--- config.mk ---
export PLATFORM = sky130hd
export DESIGN_NAME = instruc_fetch_queue
export DESIGN_NICKNAME = d
export VERILOG_FILES = /design/src/rtl/instruc_fetch_queue.sv
export SDC_FILE = /design/constraint.sdc
export NUM_CORES = 1
export LEC_CHECK = 0
export ABC_AREA = 1
export ABC_CLOCK_PERIOD_IN_PS = 4400
export CAP_MARGIN = 40
export CORE_MARGIN = 5
export CORE_UTILIZATION = 35
export DETAILED_ROUTE_END_ITERATION = 8
export DONT_BUFFER_PORTS = 1
export HOLD_SLACK_MARGIN = 0.15
export PLACE_DENSITY = 0.5
export SKIP_CTS_REPAIR_TIMING = 1
export SLEW_MARGIN = 20
export SYNTH_ARGS = -nofsm -noshare
export SYNTH_HDL_FRONTEND = slang
export SYNTH_SLANG_ARGS = --single-unit
export TNS_END_PERCENT = 30
--- constraint.sdc ---
create_clock -name clk_i -period 4.4 [get_ports clk_i]
set_input_delay 0.88 -clock clk_i [delete_from_list [all_inputs] [get_ports clk_i]]
set_output_delay 0.88 -clock clk_i [all_outputs]
set_load 0.1 [all_outputs]
--- src/rtl/instruc_fetch_queue.sv ---
// Instruction fetch front end: word-aligned imem requests, credit-limited in-order buffer, redirect flush.
// Head entry appears the cycle after its response; requests stop when buffered + in-flight reaches DEPTH.
module instruc_fetch_queue #(
  parameter int unsigned DEPTH    = 4,
  parameter logic [31:0] RESET_PC = 32'h0000_0000
) (
  input  logic        clk_i,
  input  logic        rst_ni,
  output logic        imem_req_o,
  output logic [31:0] imem_addr_o,
  input  logic        imem_gnt_i,
  input  logic        imem_rvalid_i,
  input  logic [31:0] imem_rdata_i,
  output logic [31:0] instruc_o,
  output logic [31:0] pc_o,
  output logic        valid_o,
  input  logic        ready_i,
  input  logic        redirect_i,
  input  logic [31:0] redirect_pc_i
);

  localparam int unsigned CW = $clog2(DEPTH + 1);
  localparam int unsigned PW = $clog2(DEPTH);
  localparam logic [31:0] NOP = 32'h0000_0013;

  typedef enum logic [1:0] {BOOT, RUN, DRAIN} state_e;

  typedef struct packed {
    logic [31:0] pc;
    logic [31:0] instr;
  } entry_t;

  state_e        state_q, state_d;
  logic [31:0]   fetch_pc_q, fetch_pc_d;
  logic [31:0]   resp_pc_q, resp_pc_d;
  logic [CW-1:0] outst_q, outst_d;
  logic [CW-1:0] discard_q, discard_d;
  logic [CW-1:0] count_q, count_d;
  logic [PW-1:0] rd_ptr_q, rd_ptr_d;
  logic [PW-1:0] wr_ptr_q, wr_ptr_d;
  entry_t        mem_q [DEPTH];

  logic          rvalid_ok;
  logic          grant;
  logic          push;
  logic          pop;
  logic [CW-1:0] stale;
  logic [CW:0]   occupancy;
  logic [31:0]   redirect_pc_al;

  // A response with nothing outstanding is a protocol error and is ignored.
  assign rvalid_ok      = imem_rvalid_i & (outst_q != '0);
  assign redirect_pc_al = {redirect_pc_i[31:2], 2'b00};
  assign occupancy      = {1'b0, count_q} + {1'b0, outst_q};
  assign stale          = outst_q - CW'(rvalid_ok);

  assign imem_req_o  = (state_q != BOOT) & ~redirect_i & (occupancy < (CW+1)'(DEPTH));
  assign imem_addr_o = fetch_pc_q;
  assign grant       = imem_req_o & imem_gnt_i;

  assign valid_o   = (count_q != '0);
  assign instruc_o = valid_o ? mem_q[rd_ptr_q].instr : NOP;
  assign pc_o      = valid_o ? mem_q[rd_ptr_q].pc : 32'h0;

  assign push = rvalid_ok & ~redirect_i & (discard_q == '0);
  assign pop  = valid_o & ready_i & ~redirect_i;

  always_comb begin
    state_d    = state_q;
    fetch_pc_d = fetch_pc_q;
    resp_pc_d  = resp_pc_q;
    discard_d  = discard_q;
    count_d    = count_q;
    rd_ptr_d   = rd_ptr_q;
    wr_ptr_d   = wr_ptr_q;
    outst_d    = outst_q + CW'(grant) - CW'(rvalid_ok);

    if (redirect_i) begin
      fetch_pc_d = redirect_pc_al;
      resp_pc_d  = redirect_pc_al;
      discard_d  = stale;
      count_d    = '0;
      rd_ptr_d   = '0;
      wr_ptr_d   = '0;
    end else begin
      if (grant) fetch_pc_d = fetch_pc_q + 32'd4;
      if (rvalid_ok && (discard_q != '0)) discard_d = discard_q - CW'(1);
      if (push) begin
        wr_ptr_d  = wr_ptr_q + PW'(1);
        resp_pc_d = resp_pc_q + 32'd4;
      end
      if (pop) rd_ptr_d = rd_ptr_q + PW'(1);
      count_d = count_q + CW'(push) - CW'(pop);
    end

    case (state_q)
      BOOT:  state_d = RUN;
      RUN:   if (redirect_i && (stale != '0)) state_d = DRAIN;
      DRAIN: begin
        if (redirect_i)                                state_d = (stale != '0) ? DRAIN : RUN;
        else if (rvalid_ok && (discard_q == CW'(1)))   state_d = RUN;
      end
      default: state_d = BOOT;
    endcase
  end

  always_ff @(posedge clk_i or negedge rst_ni) begin
    if (!rst_ni) begin
      state_q    <= BOOT;
      fetch_pc_q <= RESET_PC;
      resp_pc_q  <= RESET_PC;
      outst_q    <= '0;
      discard_q  <= '0;
      count_q    <= '0;
      rd_ptr_q   <= '0;
      wr_ptr_q   <= '0;
    end else begin
      state_q    <= state_d;
      fetch_pc_q <= fetch_pc_d;
      resp_pc_q  <= resp_pc_d;
      outst_q    <= outst_d;
      discard_q  <= discard_d;
      count_q    <= count_d;
      rd_ptr_q   <= rd_ptr_d;
      wr_ptr_q   <= wr_ptr_d;
    end
  end

  always_ff @(posedge clk_i) begin
    if (push) mem_q[wr_ptr_q] <= '{pc: resp_pc_q, instr: imem_rdata_i};
  end

  a_no_orphan_rvalid: assert property (@(posedge clk_i) disable iff (!rst_ni)
    imem_rvalid_i |-> (outst_q != '0));
  a_no_overflow: assert property (@(posedge clk_i) disable iff (!rst_ni)
    !(push && !pop && (count_q == CW'(DEPTH))));

endmodule

==> metrics.txt <==
post-DP HPWL 24.95 mm; main combinational cell family by area after synthesis simple AND/OR/NAND/NOR gates; Worst Tran Pin Value about 0.76 ns; Final Setup Violations 0; Power, Total 13.26 mW; Leakage ~6.9 nW; top-count cell post-synth nor2_1; RSZ-0062 raised after global routing false; crit-path leading delay family simple AND/OR/NAND/NOR gates; Yosys warnings 0; die width 216.0 um; Setup Crit Path Kind flop to output port; post-synthesis mux area share 0%; first-pass GRT wire length 62.71 mm; Post-synth ARST share 23.22%; WP depth 6; Core Area 41,950 um^2; layout cells sized above 1 around 17%; CP cell instances or2_2 > nor2_4 > inv_1 > buf_4 > o311ai_4 > buf_4; GRT Residual Overflow 0; post-synthesis compound-gate area fraction 9.364%; IR drop worst, VDD between 0.0003 and 0.0004 V; adder-cell share of the synthesized area 1.701%; GRT Total Usage 16.98%; Die ar. 46,670 um^2; Place WS 1.375 ns; sequential cell area fraction in the yosys report 62.75%; CTS Buf Count 37; Hold WC Path Type input pin to asynchronous set/reset pin; period utilization between 80 and 90%; initial antenna violation count 0; syn avg cell area between 9 and 10 um^2; initial core utilization 35.42%; worst hold margin ~0.24 ns; Worst path most repeated cell buf_4; port bufs 0; clock sink total approximately 320; Synth cell types 44; vias post-DR 10,950; Max transition margin 49.42%; post-route setup slack 0.8657 ns; I/O pin count between 150 and 200; # rows 75; Synth Area in XOR/XNOR under 10%; number of synthesized flops with an enable pin about 250; worst stage delay on the critical path 0.49 ns; main flop type after synthesis edfxtp_1; largest net degree at the start of global routing 126; drt via density 4.995; Hold Violations, Final 0; Synth area leader edfxtp_1; Die H 216.0 um; CTS tree yes; Tmin final 3.534 ns; Syn-to-layout area delta 22.94%; Root Buffer clkbuf_16; CP bufs+invs 3; MaxCap Viol Count 0; status finished, final reports clean; Critical Path RT 3.52 ns; routed wire length 39.99 mm; Synth top cells by count nor2_1 (334), nand2_1 (259), edfxtp_1 (248), o21ai_0 (142), inv_1 (96); iteration-0 DRC count of the detailed router a little under 600; Setup crit start kind flop; Worst Reg-to-Reg Cells 12; highest-delay cell along the critical path nor2_4; routability congestion estimate 0.8325; synthesized area 14,860 um^2; skew final roughly 0.012 ns; P per Cell Area 726.0 nW/um^2; drt drc 0; total iterations of the first detailed-routing run 5; final net count 1,718; ranking of synthesized cells by area edfxtp_1 (50%), dfrtp_1 (13%), nor2_1 (8.4%), nand2_1 (6.5%), o21ai_0 (4.8%); Worst-path clk slew 0.06 ns; vias in the first global route 10,840; Detail Route Antenna Nets 0; #FFs+latches synth between 300 and 400; crit end category output port; antenna cell count 0; DR WL/cell 18.24 um; Synth Area in Simple Gates 20.17%; share of the synthesized area in the top cell type 50.12%; worst-skew pair later-pin latency ~0.54 ns; R2R setup slack 1.52 ns; fmax 282.9 MHz; Mapped Cells 1,520; arrival time at the worst endpoint 2.65 ns; CTS H-tree depth 2; crit-path max FO 13; Clock Path Buffers 3; Slew Limit Fails 0
layout by cell type, fill, tap and decap left out, types with 11 or more instances in the layout:
cell	instances
nor2_1	330
nand2_1	259
edfxtp_1	248
o21ai_0	142
inv_1	96
nand3_1	76
dfrtp_1	73
buf_4	73
a21oi_2	60
clkbuf_16	37
buf_16	29
buf_1	24
ha_1	17
o21ai_1	16
a21oi_1	15
xor2_1	14
nor2_4	13
o211ai_1	13
nor2_2	11
worst register-to-register path: cells and delay by family, from the launching register on:
family                     cells  cell delay, ns
adders and majority gates      3            0.79
buffers and inverters          3            0.26
DFF                            1            0.42
and+or+nand+nor                6            1.33
power breakdown:
| group | switching (mW) | internal [mW] | total, mW |
|---|---|---|---|
| registers | 0.340 | 3.58 | 3.92 |
| clock network | 1.23 | 1.72 | 2.95 |
| logic | 4.91 | 1.48 | 6.39 |
| total | 6.47 | 6.79 | 13.3 |
final timing paths:
kind / from / endpoint
setup reg to reg: count_q[1]$_DFF_PN0_ / count_q[2]$_DFF_PN0_
setup / recovery: count_q[1]$_DFF_PN0_ / instruc_o[1]
hold / removal: rst_ni / imem_addr_o[4]$_DFFE_PN0P_
hold reg to reg: outst_q[2]$_DFF_PN0_ / outst_q[2]$_DFF_PN0_
min in group clk_i: redirect_i / count_q[0]$_DFF_PN0_
max in group asynchronous: rst_ni / rd_ptr_q[0]$_DFFE_PN0P_
routing by layer:
layer | GRT usage (%) | part of all wire, % | vias up
met5 | 0 | 0 | -
met4 | 5.385 | 2.7 | 0
met3 | 3.840 | 6.0 | 65
met2 | 27.88 | 47 | 276
met1 | 22.52 | 45 | 5273
li1 | - | - | 5339
kinds of logic (layout without fill, tap and decap cells):
| group | Yosys count | after routing |
|---|---|---|
| fa+ha+maj | 19 | 19 |
| simple gates | 723 | 723 |
| compound gates | 262 | 262 |
| flops | 323 | 323 |
| xor+xnor | 18 | 18 |
| other cells | 1 | 4 |
| buf+inv | 174 | 305 |
stage by stage:
| step | area [um^2] | setup TNS (ns) | instances | utilization, % |
|---|---|---|---|---|
| 2_1_floorplan | 14870 | -54.09 | 1523 | - |
| 3_3_place_gp | 16210 | 0 | 2074 | 38.65 |
| 3_5_place_dp | 17100 | 0 | 2128 | 40.77 |
| 4_1_cts | 18240 | 0 | 2192 | 43.48 |
| 5_1_grt | 18270 | 0 | 2193 | 43.55 |
| 6_report | 18270 | 0 | 2193 | 43.55 |
area by class of cell:
cell class                      count  area (um^2)
Tap cell                          539        674.4
Multi-Input combinational cell   1026         5122
Clock buffer                       43        948.4
Sequential cell                   323         9329
Clock inverter                     21        190.2
Fill cell                        3938        23680
Timing Repair Buffer              135         1602
Inverter                          106        400.4
registers in the layout, indices dropped and copies added (netlist names):
signal / count
mem_q: 248
rd_ptr_q: 2
imem_addr_o: 30
count_q: 3
resp_pc_q: 30
wr_ptr_q: 2
outst_q: 3
discard_q: 3
state_q: 2
Power figures use the tool's default switching activity.
